[src/rtl/branch_update_queue_if.sv]
`default_nettype none
// ============================================================================
// Module   : branch_update_queue_if
// Purpose  : Fetch/execute side signals of the branch update queue.
// Revision : 1.0  initial release
// ============================================================================
interface branch_update_queue_if #(
  parameter int DEPTH = 8,
  parameter int CNT_W = $clog2(DEPTH) + 1
);
  logic             alloc_valid;
  logic [31:0]      alloc_pc;
  logic             alloc_pred;
  logic             alloc_ready;
  logic             res_valid;
  logic             res_taken;
  logic [31:0]      res_target;
  logic             isBranch;
  logic             isTaken;
  logic [31:0]      InstrPC;
  logic             mispredict;
  logic [31:0]      redirect_pc;
  logic [CNT_W-1:0] count;
  logic             underflow;

  modport master (
    output alloc_valid, alloc_pc, alloc_pred, res_valid, res_taken, res_target,
    input  alloc_ready, isBranch, isTaken, InstrPC, mispredict, redirect_pc,
           count, underflow
  );

  modport slave (
    input  alloc_valid, alloc_pc, alloc_pred, res_valid, res_taken, res_target,
    output alloc_ready, isBranch, isTaken, InstrPC, mispredict, redirect_pc,
           count, underflow
  );
endinterface
`default_nettype wire

[src/rtl/branch_update_queue.sv]
`default_nettype none
// ============================================================================
// Module   : branch_update_queue
// Purpose  : In-order queue of predicted branches; trains the direction table
//            and flags mispredicts as each branch resolves.
// Revision : 1.0  initial release
// ============================================================================
module branch_update_queue #(
  parameter int DEPTH = 8
) (
  input  wire logic             CLK,
  input  wire logic             RESET,
  branch_update_queue_if.slave  bus
);
  localparam int c_PTR_W = $clog2(DEPTH);
  localparam int c_CNT_W = $clog2(DEPTH) + 1;

  logic [31:0]        r_mem_pc   [DEPTH];
  logic               r_mem_pred [DEPTH];
  logic [c_PTR_W-1:0] r_head;
  logic [c_PTR_W-1:0] r_tail;
  logic [c_CNT_W-1:0] r_count;
  logic               r_is_branch;
  logic               r_is_taken;
  logic [31:0]        r_instr_pc;
  logic               r_mispredict;
  logic [31:0]        r_redirect_pc;
  logic               r_underflow;

  logic               w_alloc_ready;
  logic               w_res_fire;
  logic               w_res_empty;
  logic               w_mispred;
  logic               w_alloc_fire;
  logic [31:0]        w_head_pc;
  logic               w_head_pred;

  // Full blocks allocation even when a pop is in flight: no bypass path.
  assign w_alloc_ready = !RESET && (r_count < c_CNT_W'(DEPTH));
  assign w_res_empty   = bus.res_valid && (r_count == '0);
  assign w_res_fire    = bus.res_valid && (r_count != '0);
  assign w_head_pc     = r_mem_pc[r_head];
  assign w_head_pred   = r_mem_pred[r_head];
  assign w_mispred     = w_res_fire && (bus.res_taken != w_head_pred);
  // A same-cycle allocate during a mispredict is wrong-path and is dropped.
  assign w_alloc_fire  = bus.alloc_valid && w_alloc_ready && !w_mispred;

  always_ff @(posedge CLK) begin
    if (w_alloc_fire) begin
      r_mem_pc[r_tail]   <= bus.alloc_pc;
      r_mem_pred[r_tail] <= bus.alloc_pred;
    end
  end

  always_ff @(posedge CLK) begin
    if (RESET) begin
      r_head  <= '0;
      r_tail  <= '0;
      r_count <= '0;
    end else if (w_mispred) begin
      r_head  <= r_tail;
      r_count <= '0;
    end else begin
      if (w_alloc_fire) r_tail <= r_tail + 1'b1;
      if (w_res_fire)   r_head <= r_head + 1'b1;
      r_count <= r_count + c_CNT_W'(w_alloc_fire) - c_CNT_W'(w_res_fire);
    end
  end

  always_ff @(posedge CLK) begin
    if (RESET) begin
      r_is_branch   <= 1'b0;
      r_is_taken    <= 1'b0;
      r_instr_pc    <= '0;
      r_mispredict  <= 1'b0;
      r_redirect_pc <= '0;
      r_underflow   <= 1'b0;
    end else begin
      r_is_branch  <= w_res_fire;
      r_mispredict <= w_mispred;
      r_underflow  <= r_underflow | w_res_empty;
      if (w_res_fire) begin
        r_is_taken    <= bus.res_taken;
        r_instr_pc    <= w_head_pc;
        r_redirect_pc <= bus.res_taken ? bus.res_target : (w_head_pc + 32'd4);
      end
    end
  end

  assign bus.alloc_ready = w_alloc_ready;
  assign bus.isBranch    = r_is_branch;
  assign bus.isTaken     = r_is_taken;
  assign bus.InstrPC     = r_instr_pc;
  assign bus.mispredict  = r_mispredict;
  assign bus.redirect_pc = r_redirect_pc;
  assign bus.count       = r_count;
  assign bus.underflow   = r_underflow;
endmodule
`default_nettype wire
[src/flat_wrapper.sv]
// flat-port wrapper written by rule: the top's interface ports become plain ports
module branch_update_queue_flat 
#(
  parameter int DEPTH = 8
)
  (CLK, RESET, bus_alloc_valid, bus_alloc_pc, bus_alloc_pred, bus_res_valid, bus_res_taken, bus_res_target, bus_alloc_ready, bus_isBranch, bus_isTaken, bus_InstrPC, bus_mispredict, bus_redirect_pc, bus_count, bus_underflow);
  branch_update_queue_if #(.DEPTH(DEPTH)) bus_i ();
  input  wire logic CLK;
  input  wire logic RESET;
  input wire logic [$bits(bus_i.alloc_valid)-1:0] bus_alloc_valid;
  input wire logic [$bits(bus_i.alloc_pc)-1:0] bus_alloc_pc;
  input wire logic [$bits(bus_i.alloc_pred)-1:0] bus_alloc_pred;
  input wire logic [$bits(bus_i.res_valid)-1:0] bus_res_valid;
  input wire logic [$bits(bus_i.res_taken)-1:0] bus_res_taken;
  input wire logic [$bits(bus_i.res_target)-1:0] bus_res_target;
  output wire logic [$bits(bus_i.alloc_ready)-1:0] bus_alloc_ready;
  output wire logic [$bits(bus_i.isBranch)-1:0] bus_isBranch;
  output wire logic [$bits(bus_i.isTaken)-1:0] bus_isTaken;
  output wire logic [$bits(bus_i.InstrPC)-1:0] bus_InstrPC;
  output wire logic [$bits(bus_i.mispredict)-1:0] bus_mispredict;
  output wire logic [$bits(bus_i.redirect_pc)-1:0] bus_redirect_pc;
  output wire logic [$bits(bus_i.count)-1:0] bus_count;
  output wire logic [$bits(bus_i.underflow)-1:0] bus_underflow;
  assign bus_i.alloc_valid = bus_alloc_valid;
  assign bus_i.alloc_pc = bus_alloc_pc;
  assign bus_i.alloc_pred = bus_alloc_pred;
  assign bus_i.res_valid = bus_res_valid;
  assign bus_i.res_taken = bus_res_taken;
  assign bus_i.res_target = bus_res_target;
  assign bus_alloc_ready = bus_i.alloc_ready;
  assign bus_isBranch = bus_i.isBranch;
  assign bus_isTaken = bus_i.isTaken;
  assign bus_InstrPC = bus_i.InstrPC;
  assign bus_mispredict = bus_i.mispredict;
  assign bus_redirect_pc = bus_i.redirect_pc;
  assign bus_count = bus_i.count;
  assign bus_underflow = bus_i.underflow;
  branch_update_queue #(.DEPTH(DEPTH)) u_core (.CLK(CLK), .RESET(RESET), .bus(bus_i));
endmodule
[config.mk]
export PLATFORM = sky130hd
export DESIGN_NAME = branch_update_queue_flat
export DESIGN_NICKNAME = d
export VERILOG_FILES = /design/src/rtl/branch_update_queue_if.sv /design/src/rtl/branch_update_queue.sv /design/src/flat_wrapper.sv
export SDC_FILE = /design/constraint.sdc
export NUM_CORES = 1
export LEC_CHECK = 0
export BUFFER_PORTS_ARGS = -buffer_cell sky130_fd_sc_hd__buf_4
export CAP_MARGIN = 20
export CORE_ASPECT_RATIO = 1.1
export CORE_MARGIN = 1.5
export CORE_UTILIZATION = 55
export CTS_CLUSTER_DIAMETER = 50
export DETAILED_ROUTE_END_ITERATION = 16
export GPL_TIMING_DRIVEN = 1
export PLACE_DENSITY = 0.84
export SLEW_MARGIN = 20
export SYNTH_ARGS = -nofsm -noshare
export SYNTH_HDL_FRONTEND = slang
export SYNTH_SLANG_ARGS = --single-unit
[constraint.sdc]
create_clock -name CLK -period 7.05 [get_ports CLK]
set_input_delay 0.705 -clock CLK [delete_from_list [all_inputs] [get_ports CLK]]
set_output_delay 0.705 -clock CLK [all_outputs]
set_load 0.05 [all_outputs]
==> implementation parameters, run 1 <==
Parameter                              Value

Worst setup path
  Reg-to-reg slack, setup ... 2.62 ns
  End point of the critical path ... u_core.r_mem_pc[4][10]
  Family with the most delay on the worst path ... simple AND/OR/NAND/NOR gates
  Beginning of the worst register-to-register path ... u_core.bus.count[2]
  Worst path buffer plus inverter count ... 4
  Number of cells on the critical path ... 10
  Worst setup path class ... flop to flop
  Worst-path cell chain ... inv_1, ha_1, nor3b_1, nand2b_1, buf_4, clkinv_2, a21oi_2, nand2b_1, nor2_2, buf_4
  Delay contributed by the slowest stage of the critical path ... 0.82 ns
  Max FO, Critical Path ... 46
  Capturing element type of the critical path ... flop
  CP max stage cell ... sky130_fd_sc_hd__nor2_2
  Reg2Reg Depth ... 10
  Worst reg2reg endpoint ... u_core.r_mem_pc[4][10]
  Kind of start point of the critical path ... flop
  Critical Path Source ... u_core.bus.count[2]
  CP arrival ... 4.61 ns
  Req. time, crit path ... 7.23 ns

Logic synthesis
  Cell with the most instances after synthesis ... sky130_fd_sc_hd__edfxtp_1
  Flip-flop cell with the highest count after synthesis ... sky130_fd_sc_hd__edfxtp_1
  Synthesis warning total ... 0
  Number of synthesized flops with an enable pin ... 264
  Commonest cells post-synth ... sky130_fd_sc_hd__edfxtp_1, sky130_fd_sc_hd__dfxtp_1, sky130_fd_sc_hd__nor2_1
  Cell type contributing the most total cell area after synthesis ... sky130_fd_sc_hd__edfxtp_1
  Synthesized Nets ... 943
  Most area-consuming cells after synthesis ... sky130_fd_sc_hd__edfxtp_1, sky130_fd_sc_hd__dfxtp_1, sky130_fd_sc_hd__mux4_2
  Number of distinct library cells after synthesis ... 63
  Area share of the largest cell type after synthesis ... 56.25%
  Yosys reg bits ... 345
  Fraction of synthesis flops using an asynchronous set or reset pin ... 0%
  Portion of the post-synthesis area used by sequential elements ... 67.76%
  Post-Synthesis Cells ... 864
  Synth Cell Area ... 0.01409 sq mm
  Mean cell area of the mapped netlist ... 16.31 sq um

Place
  Minimum setup slack after placement ... 2.628 ns
  Number of port buffers ... 142
  Global placer's final weighted congestion ... 0.8205
  Final HPWL from detailed placement ... 20280 microns
  Placed standard-cell area ... 0.01533 sq mm

CTS
  Clock net sink count ... 345
  Clock edge transition at the registers on the reported setup and hold paths ... 0.07 ns
  CTS tree ... done
  Number of buffers added by the clock tree synthesis step ... 35
  Cell at the root of the clock tree ... sky130_fd_sc_hd__clkbuf_16
  CTS resizes ... 0
  Post CTS Setup Buffer Count ... 0
  Cts hold-fix bufs ... 0
  CTS Buffer Depth ... 3
  Clock insertion delay at the later pin of the skew report ... 0.53 ns
  Clock H-tree levels ... 2

Run status
  Result of the run ... complete, no violations

STA
  Final Hold Viols ... 0
  Final clock period utilization by the worst path ... 62.78%
  Summed negative setup slack over all endpoints ... 0 ns
  Highest attainable clock frequency ... 225.9 MHz
  Slack of the critical path ... 2.624 ns
  Clk_skew ... 0.02242 ns
  Remaining max-slew budget at the tightest pin ... 34.58%
  Fin. max-slew vios ... 0
  Final min period ... 4.426 ns
  RSZ-0062 raised after global routing ... false
  Final setup vio count ... 0
  Worst Max-Slew Pin Slew ... 0.9803 ns

Floorplanning
  Core area ... 0.02526 sq mm
  Vertical die dimension ... 170.9 microns
  Num rows ... 61
  Die area ... 0.02659 sq mm
  Width of the die ... 155.6 microns
  Initial cell density of the core ... 55.78%
  IO Count ... 143

Pwr
  Internal Power ... 0.004070 W
  Worst IR Drop VDD ... 0.2817 mV
  Static leakage power ... 5.646 nW
  Clock power frac ... 29.7%
  Sw Ratio ... 34.20%
  Total power divided by cell area ... 375.0 mW/mm^2
  Switching power ... 0.002115 W
  Fraction of power consumed by sequential logic ... 40.4%
  Part of the power in combinational logic ... 29.9%

Layout
  Area added between synthesis and finish ... 17.04%
  Area of all placed cells without fillers ... 0.01649 sq mm
  Post-layout net count ... 1083
  Antenna diode count ... 0
  Fraction of layout cells with a size suffix above 1 ... 28.90%

Route
  Average wire per standard cell ... 24.48 microns
  Total Wirelength ... 33710 microns
  Total via count after detailed routing ... 8652
  Drt drc ... 0
  Final antenna-violating net count ... 0
  First-pass DRT Iterations ... 5
  Average via count per standard cell ... 6.283
  Number of violations reported at the end of detailed-routing iteration 0 ... 966

Worst hold path
  Hold crit path type ... primary input to flop
  Worst hold path cell count ... 1

GRT
  Initial antenna violation count ... 0
  GRT Resource Usage Total ... 25.70%
  Pin count of the biggest net entering global routing ... 78
  Wire length of the first global-routing pass ... 50380 microns
  Total congestion overflow ... 0
  Via count of the first global-routing pass ... 8584

Job
  Count of maximum capacitance violations ... 0
==> cells in the final DEF (no fill, tap or decap), types with 17 or more instances in the layout <==
cell / netlist / routed
sky130_fd_sc_hd__buf_4: 3 / 157
sky130_fd_sc_hd__a21oi_1: 25 / 25
sky130_fd_sc_hd__dfxtp_1: 81 / 78
sky130_fd_sc_hd__mux2i_1: 30 / 30
sky130_fd_sc_hd__clkbuf_16: 0 / 37
sky130_fd_sc_hd__and3_1: 17 / 17
sky130_fd_sc_hd__mux4_2: 50 / 50
sky130_fd_sc_hd__nor2_1: 77 / 71
sky130_fd_sc_hd__a211oi_1: 33 / 33
sky130_fd_sc_hd__nand2_1: 34 / 34
sky130_fd_sc_hd__edfxtp_1: 264 / 264
==> power groups by stage <==
stage          logic [W]  registers [W]  clock network, W
2_1_floorplan   0.000932        0.00294                 0
3_3_place_gp     0.00178        0.00253                 0
3_5_place_dp     0.00182        0.00254                 0
4_1_cts          0.00184        0.00250           0.00186
5_1_grt          0.00195        0.00252           0.00193
6_report         0.00185        0.00250           0.00184
==> cell families (layout without fill, tap and decap cells) <==
family / count (synthesis) / after routing / share of synthesized area (%)
flip-flops: 345 / 345 / 67.76
AND/OR/NAND/NOR: 206 / 206 / 7.787
AO/OA/AOI/OAI: 122 / 122 / 6.002
XOR/XNOR: 9 / 9 / 0.5594
buffers and inverters: 67 / 234 / 3.258
multiplexers: 106 / 106 / 13.78
adder cells (fa/ha/maj): 9 / 9 / 0.8524
==> flip-flops by register name, summed over array words and instances (netlist names), named ones only <==
signal,count
u_core.r_tail,3
u_core.bus.count,4
u_core.bus.isBranch,1
u_core.r_head,3
u_core.r_mem_pred,8
u_core.bus.InstrPC,32
u_core.r_mem_pc,256
u_core.bus.mispredict,1
u_core.bus.redirect_pc,32
u_core.bus.underflow,1
u_core.bus.isTaken,1
==> worst min path at each step <==
stage	slack, ns	end	from
2_1_floorplan	0.46	flop	u_core.r_head[0]
3_3_place_gp	0.44	u_core.bus.redirect_pc[1]	u_core.bus.redirect_pc[1]
3_5_place_dp	0.45	u_core.bus.redirect_pc[0]	u_core.bus.redirect_pc[0]
4_1_cts	0.40	u_core.r_mem_pc[1][28]	bus_alloc_pc[28]
5_1_grt	0.40	u_core.r_mem_pc[7][23]	bus_alloc_pc[23]
6_report	0.42	u_core.r_mem_pc[3][23]	bus_alloc_pc[23]
==> metal layers <==
| metal | share of wire [%] | GRT usage (%) | up-vias |
|---|---|---|---|
| met4 | 4.1 | 12.46 | 0 |
| li1 | - | - | 3707 |
| met5 | 0 | 0 | - |
| met2 | 50 | 42.53 | 510 |
| met3 | 8.3 | 4.939 | 85 |
| met1 | 38 | 32.87 | 4350 |
==> stage by stage <==
stage | hold slack [ns] | power, W | util (%) | instances
after floorplan | 0.4640 | 0.003870 | - | 864
after global placement | 0.4431 | 0.004312 | 60.67 | 1313
after detailed placement | 0.4518 | 0.004363 | 60.67 | 1313
after CTS | 0.4011 | 0.006201 | 65.27 | 1377
after global routing | 0.4028 | 0.006406 | 65.29 | 1377
final | 0.4154 | 0.006186 | 65.29 | 1377
==> area by class of cell <==
type / count / area (sq um)
sequential: 345 / 9555
fill: 1633 / 8770
multi-input combinational: 452 / 4114
timing repair buffer: 157 / 1179
clock buffer: 44 / 962.2
tap: 346 / 432.9
clock inverter: 20 / 200.2
inverter: 13 / 50.05
(Power assumes the default switching activity.)
==> run 2: changes to the inputs <==
--- a/config.mk
+++ b/config.mk
@@ -5,6 +5,7 @@
 export SDC_FILE = /design/constraint.sdc
 export NUM_CORES = 1
 export LEC_CHECK = 0
+export ABC_AREA = 1
 export BUFFER_PORTS_ARGS = -buffer_cell sky130_fd_sc_hd__buf_4
 export CAP_MARGIN = 20
 export CORE_ASPECT_RATIO = 1.1
==> constraint.sdc (replaced) <==
create_clock -name CLK -period 4.3 [get_ports CLK]
set_input_delay 0.43 -clock CLK [delete_from_list [all_inputs] [get_ports CLK]]
set_output_delay 0.43 -clock CLK [all_outputs]
set_load 0.05 [all_outputs]
==> run 2 against run 1 <==
  * Largest cell class unchanged
  * Non-clock buffer count increased by 3
  * Hold slack lost 0.26 ns
  * Critical path type unchanged
  * Area after synthesis up 9.6%
  * Total power is 82% higher
  * Setup slack got worse by 1.9 ns
  * Via count up 36%
  * Cell count up 58%
  * Critical path depth up 2
  * Global-route usage shrank 0.28 points
  * Synthesized cell count is 93% higher
==> implementation parameters, run 2 <==
Parameter                              Value

Run status
  Result of the run ... complete, no violations

Route
  Average via count per standard cell ... 5.408
  Drt drc ... 0
  Met2 WL post-DR ... 18060 microns
  Metal1 wirelength ... 14730 microns
  Average wire per standard cell ... 17.10 microns
  Uppermost layer routed ... met4
  Total Wirelength ... 37240 microns
  Final antenna-violating net count ... 0
  First-pass DRT Iterations ... 6
  Total via count after detailed routing ... 11778
  Number of violations reported at the end of detailed-routing iteration 0 ... 1382
  Wire length on met3 ... 3023 microns

Logic synthesis
  Fraction of synthesis flops using an asynchronous set or reset pin ... 0%
  Number of distinct library cells after synthesis ... 39
  Most area-consuming cells after synthesis ... sky130_fd_sc_hd__edfxtp_1, sky130_fd_sc_hd__nand2_1, sky130_fd_sc_hd__dfxtp_1
  Cell with the most instances after synthesis ... sky130_fd_sc_hd__nand2_1
  Flip-flop cell with the highest count after synthesis ... sky130_fd_sc_hd__edfxtp_1
  Synthesis warning total ... 0
  Synth Cell Area ... 0.01544 sq mm
  Mean cell area of the mapped netlist ... 9.245 sq um
  Number of synthesized flops with an enable pin ... 264
  Post-Synthesis Cells ... 1670
  Yosys reg bits ... 345
  Area share of the largest cell type after synthesis ... 51.35%
  Commonest cells post-synth ... sky130_fd_sc_hd__nand2_1, sky130_fd_sc_hd__inv_1, sky130_fd_sc_hd__edfxtp_1
  Synthesized Nets ... 1749
  Cell type contributing the most total cell area after synthesis ... sky130_fd_sc_hd__edfxtp_1
  Portion of the post-synthesis area used by sequential elements ... 61.85%

STA
  Remaining max-slew budget at the tightest pin ... 30.48%
  Final Hold Viols ... 0
  Final min period ... 3.557 ns
  Highest attainable clock frequency ... 281.2 MHz
  Worst Max-Slew Pin Slew ... 1.042 ns
  Fin. max-slew vios ... 0
  Clk_skew ... 0.02018 ns
  RSZ-0062 raised after global routing ... false
  Final setup vio count ... 0
  Summed negative setup slack over all endpoints ... 0 ns
  Final clock period utilization by the worst path ... 82.71%

Floorplanning
  Initial cell density of the core ... 55.73%
  Core area ... 0.02771 sq mm
  Die area ... 0.02909 sq mm
  Vertical die dimension ... 178.7 microns
  Num rows ... 64
  Width of the die ... 162.8 microns
  IO Count ... 143

Worst setup path
  Worst-path cell chain ... inv_4, o21ai_0, o211ai_1, o21ai_2, xor2_2, inv_1, nand2_1, nand2_1, inv_2, nand2_2, nor2_4, buf_12
  Max FO, Critical Path ... 78
  Reg2Reg Depth ... 12
  Req. time, crit path ... 4.52 ns
  Reg-to-reg slack, setup ... 0.74 ns
  Worst setup path class ... flop to flop
  CP arrival ... 3.77 ns
  Most common cell type on the critical path ... sky130_fd_sc_hd__nand2_1
  Capturing element type of the critical path ... flop
  Worst reg2reg endpoint ... u_core.r_mem_pc[4][25]
  Kind of start point of the critical path ... flop
  CP max stage cell ... sky130_fd_sc_hd__inv_4
  Delay contributed by the slowest stage of the critical path ... 0.57 ns

Pwr
  Total power divided by cell area ... 632.7 mW/mm^2
  Worst IR Drop VDD ... 0.4695 mV
  Static leakage power ... 7.808 nW

Place
  Global placer's final weighted congestion ... 0.9262
  Number of port buffers ... 142
  Final HPWL from detailed placement ... 23760 microns

Layout
  Number of flip-flops in the largest register ... 256
  Commonest cells after routing, fill and taps aside ... sky130_fd_sc_hd__nand2_1, sky130_fd_sc_hd__inv_1, sky130_fd_sc_hd__edfxtp_1, sky130_fd_sc_hd__buf_4, sky130_fd_sc_hd__nand3_1
  Commonest non-fill, non-tap cell in the layout ... sky130_fd_sc_hd__nand2_1
  Area added between synthesis and finish ... 15.11%
  Final core utilization ... 64.14%
  Post-layout net count ... 1868
  Fraction of layout cells with a size suffix above 1 ... 13.95%
  Largest reg by FF count ... u_core.r_mem_pc

CTS
  Cts hold-fix bufs ... 0
  Clock insertion delay at the later pin of the skew report ... 0.52 ns
  Clock net sink count ... 345
  Clock H-tree levels ... 2
  CTS tree ... done
  Number of buffers added by the clock tree synthesis step ... 34
  Clock edge transition at the registers on the reported setup and hold paths ... 0.06 ns
  CTS resizes ... 0
  Post CTS Setup Buffer Count ... 0
  Cell at the root of the clock tree ... sky130_fd_sc_hd__clkbuf_16
  CTS Buffer Depth ... 3

GRT
  Via count of the first global-routing pass ... 11343
  GRT Resource Usage Total ... 25.41%
  Total congestion overflow ... 0
  Initial antenna violation count ... 1
  Pin count of the biggest net entering global routing ... 93
  Wire length of the first global-routing pass ... 57240 microns

Worst hold path
  Hold Crit Endpoint ... u_core.r_mem_pc[7][10]
  Worst hold path cell count ... 1
  Hold crit path type ... primary input to flop
  Hold Startpoint ... bus_alloc_pc[10]

Job
  Count of maximum capacitance violations ... 0
==> run 2: worst max path at each step <==
| stage | startpoint | endpoint | slack, ns |
|---|---|---|---|
| final | flop | u_core.r_mem_pc[4][25] | 0.74 |
| after global routing | flop | u_core.r_mem_pc[4][22] | 0.37 |
| after CTS | flop | u_core.r_mem_pc[4][22] | 0.74 |
| after detailed placement | flop | u_core.r_mem_pc[4][22] | 0.78 |
| after global placement | flop | u_core.r_mem_pc[4][0] | 0.97 |
| after floorplan | flop | u_core.r_mem_pc[1][0] | 0.84 |
==> run 2: layer usage <==
metal | GRT usage, % | vias to the layer above
li1 | - | 5574
met1 | 31.38 | 5488
met2 | 43.55 | 602
met3 | 4.233 | 114
met4 | 12.27 | 0
met5 | 0 | -
==> run 2: report_power, final <==
| part | total, W | switching [W] | internal (W) | leakage [nW] |
|---|---|---|---|---|
| logic | 0.00434 | 0.00316 | 0.00118 | 4.25 |
| registers | 0.00413 | 0.000223 | 0.00391 | 3.05 |
| clock network | 0.00277 | 0.00120 | 0.00157 | 0.509 |
==> run 2: worst max-delay path, delay by kind of cell (launching register included) <==
family                 cells  cell delay (ns)
buffers and inverters      4             1.05
AO/OA/AOI/OAI              3             0.52
XOR/XNOR                   1             0.25
AND/OR/NAND/NOR            4             0.98
flip-flops                 1             0.43
==> run 2: cell families (layout without fill, tap and decap cells) <==
group | after synthesis | after routing | share of synthesized area (%)
flops | 345 | 345 | 61.85
other cells | 0 | 1 | 0
xor+xnor | 6 | 6 | 0.3890
compound gates | 184 | 184 | 6.621
buf+inv | 349 | 493 | 9.538
simple gates | 777 | 777 | 20.83
fa+ha+maj | 9 | 9 | 0.7780
==> run 2: final cells by class <==
cell class              instances  area (sq um)
clock inverters                19         120.1
flip-flops and latches        345          9554
repair buffers                160          1226
inverters                     272          1025
fillers                      2074          9935
diodes                          1         2.502
clock buffers                  42         912.1
multi-input cells             976          4478
well taps                     363         454.2
==> run 2: per-stage QoR <==
stage	cells	power (W)	hold WS (ns)	area (sq um)	setup slack [ns]
after floorplan	1670	0.007293	0.4756	15440	0.8407
after global placement	2116	0.008324	0.4531	16740	0.9667
after detailed placement	2116	0.008434	0.4560	16740	0.7786
after CTS	2177	0.01120	0.1389	17770	0.7375
after global routing	2178	0.01178	0.1412	17770	0.3728
final	2178	0.01124	0.1516	17770	0.7434
==> run 3: changes to the inputs <==
==> constraint.sdc (replaced) <==
create_clock -name CLK -period 3.65 [get_ports CLK]
set_input_delay 0.365 -clock CLK [delete_from_list [all_inputs] [get_ports CLK]]
set_output_delay 0.365 -clock CLK [all_outputs]
set_load 0.05 [all_outputs]
==> run 3 against run 2 <==
  * Via count grew 0.66%
  * Non-clock buffer count grew 2
  * Flip-flop and latch count is the same
  * Utilization grew 0.51 points
  * Total power grew 20%
  * Sequential share of layout area shrank 0.42 points
  * Highest routed layer unchanged
  * Fmax grew 14%
==> implementation parameters, run 3 (synthesis results as in run 2) <==
Parameter                              Value

Route
  Average wire per standard cell ... 17.50 microns
  Total via count after detailed routing ... 11856
  Total Wirelength ... 38130 microns
  Final antenna-violating net count ... 0
  Drt drc ... 0
  Average via count per standard cell ... 5.441
  First-pass DRT Iterations ... 5
  Number of violations reported at the end of detailed-routing iteration 0 ... 1400

Layout
  Commonest non-fill, non-tap cell in the layout ... sky130_fd_sc_hd__nand2_1
  Area added between synthesis and finish ... 16.01%
  Largest reg by FF count ... u_core.r_mem_pc
  Area of all placed cells without fillers ... 0.01791 sq mm
  Number of flip-flops in the largest register ... 256
  Post-layout net count ... 1870
  Fill cell count ... 2050
  Fraction of layout cells with a size suffix above 1 ... 14.10%
  Commonest cells after routing, fill and taps aside ... sky130_fd_sc_hd__nand2_1, sky130_fd_sc_hd__inv_1, sky130_fd_sc_hd__edfxtp_1, sky130_fd_sc_hd__buf_4, sky130_fd_sc_hd__nand3_1
  Final core utilization ... 64.65%

Floorplanning
  Core area ... 0.02771 sq mm
  Initial cell density of the core ... 55.73%
  Num rows ... 64
  IO Count ... 143
  Vertical die dimension ... 178.7 microns
  Width of the die ... 162.8 microns
  Die area ... 0.02909 sq mm

STA
  Worst Hold Margin ... 0.08695 ns
  RSZ-0062 raised after global routing ... false
  Final setup vio count ... 0
  Clk_skew ... 0.01460 ns
  Highest attainable clock frequency ... 320.8 MHz
  Final clock period utilization by the worst path ... 85.39%
  Final Hold Viols ... 0
  Fin. max-slew vios ... 0
  Final min period ... 3.117 ns
  Summed negative setup slack over all endpoints ... 0 ns
  Remaining max-slew budget at the tightest pin ... 31.85%
  Worst Max-Slew Pin Slew ... 1.016 ns

Worst setup path
  Max FO, Critical Path ... 62
  Req. time, crit path ... 4.02 ns
  Capturing element type of the critical path ... flop
  Worst setup path class ... flop to flop
  Kind of start point of the critical path ... flop
  Reg-to-reg slack, setup ... 0.53 ns
  CP arrival ... 3.48 ns

CTS
  CTS resizes ... 0
  CTS Buffer Depth ... 3
  Number of buffers added by the clock tree synthesis step ... 34
  Cts hold-fix bufs ... 0
  Clock insertion delay at the later pin of the skew report ... 0.51 ns
  Clock H-tree levels ... 2
  Post CTS Setup Buffer Count ... 0
  CTS tree ... done
  Cell at the root of the clock tree ... sky130_fd_sc_hd__clkbuf_16
  Clock net sink count ... 345
  Clock edge transition at the registers on the reported setup and hold paths ... 0.06 ns

Worst hold path
  Hold Startpoint ... bus_alloc_pc[20]
  Hold crit path type ... primary input to flop

Pwr
  Total power divided by cell area ... 750.6 mW/mm^2
  Worst IR Drop VDD ... 0.5093 mV
  Post-layout power ... 0.01345 W
  Static leakage power ... 7.853 nW

GRT
  GRT Resource Usage Total ... 26.29%
  Wire length of the first global-routing pass ... 59200 microns
  Total congestion overflow ... 0
  Pin count of the biggest net entering global routing ... 116
  Via count of the first global-routing pass ... 11592
  Initial antenna violation count ... 1

Place
  Placed standard-cell area ... 0.01684 sq mm
  Final HPWL from detailed placement ... 23420 microns
  Number of port buffers ... 142
  Global placer's final weighted congestion ... 0.8850

Job
  Count of maximum capacitance violations ... 0

Run status
  Result of the run ... complete, no violations
==> run 3: cell count changes in the layout (fill, tap and decap cells not counted) <==
cell / previous run / this run
sky130_fd_sc_hd__inv_6: 2 / 1
sky130_fd_sc_hd__bufinv_16: 1 / 3
sky130_fd_sc_hd__inv_4: 2 / 1
sky130_fd_sc_hd__clkinv_4: 1 / 2
sky130_fd_sc_hd__clkbuf_8: 1 / 0
sky130_fd_sc_hd__clkinv_2: 4 / 5
sky130_fd_sc_hd__buf_12: 2 / 9
sky130_fd_sc_hd__inv_1: 268 / 266
sky130_fd_sc_hd__buf_4: 158 / 153
==> run 3: critical path, stage by stage (launching register included) <==
cell                       delay, ns
sky130_fd_sc_hd__dfxtp_2        0.48
sky130_fd_sc_hd__clkinv_2       0.12
sky130_fd_sc_hd__buf_4          0.60
sky130_fd_sc_hd__nand2_1        0.13
sky130_fd_sc_hd__nand3_1        0.11
sky130_fd_sc_hd__o21ai_1        0.07
sky130_fd_sc_hd__buf_4          0.16
sky130_fd_sc_hd__inv_1          0.05
sky130_fd_sc_hd__ha_1           0.17
sky130_fd_sc_hd__nand2_1        0.10
sky130_fd_sc_hd__nor2_2         0.23
sky130_fd_sc_hd__nand2_1        0.17
sky130_fd_sc_hd__nor2_2         0.23
sky130_fd_sc_hd__nand2_1        0.07
sky130_fd_sc_hd__nand2_1        0.06
sky130_fd_sc_hd__nand3_1        0.06
sky130_fd_sc_hd__nand2_1        0.09
sky130_fd_sc_hd__a21oi_1        0.06
==> run 3: area by class of cell <==
cell class                      count  area [sq um]  share of cell area, %
Sequential cell                   345          9554                  53.34
Multi-Input combinational cell    976          4478                  25.00
Timing Repair Buffer              162          1329                  7.418
Inverter                          272          1025                  5.721
Clock buffer                       41         898.4                  5.015
Tap cell                          363         454.2                  2.536
Clock inverter                     19         171.4                 0.9570
Antenna cell                        1         2.502                0.01397
==> run 3: metrics by stage <==
step / setup WS, ns / std cells
4_1_cts: 0.5434 / 2178
2_1_floorplan: 0.1907 / 1670
3_3_place_gp: 0.7002 / 2118
5_1_grt: 0.2541 / 2178
3_5_place_dp: 0.5908 / 2118
6_report: 0.5332 / 2179
==> run 3: worst paths after layout <==
path,to,depth (start not counted)
min reg2reg,u_core.bus.InstrPC[0],2
max,u_core.bus.redirect_pc[24],17
min,u_core.r_mem_pc[4][20],1
max reg2reg,u_core.bus.redirect_pc[24],17
==> run 3: where the power goes <==
part           switching (W)  internal, W  leakage (nW)
clock network        0.00143      0.00197         0.522
logic                0.00374      0.00144          4.28
registers           0.000261      0.00461          3.05
total                0.00543      0.00801          7.85
==> run 3: layer usage <==
metal / routed length (microns) / part of all wire, % / up-vias / global-route usage [%]
met5: 0 / 0 / - / 0
met4: 1392 / 3.7 / 0 / 12.35
met3: 2989 / 7.8 / 108 / 4.279
met2: 18840 / 49 / 596 / 45.66
met1: 14910 / 39 / 5574 / 32.13
li1: - / - / 5578 / -
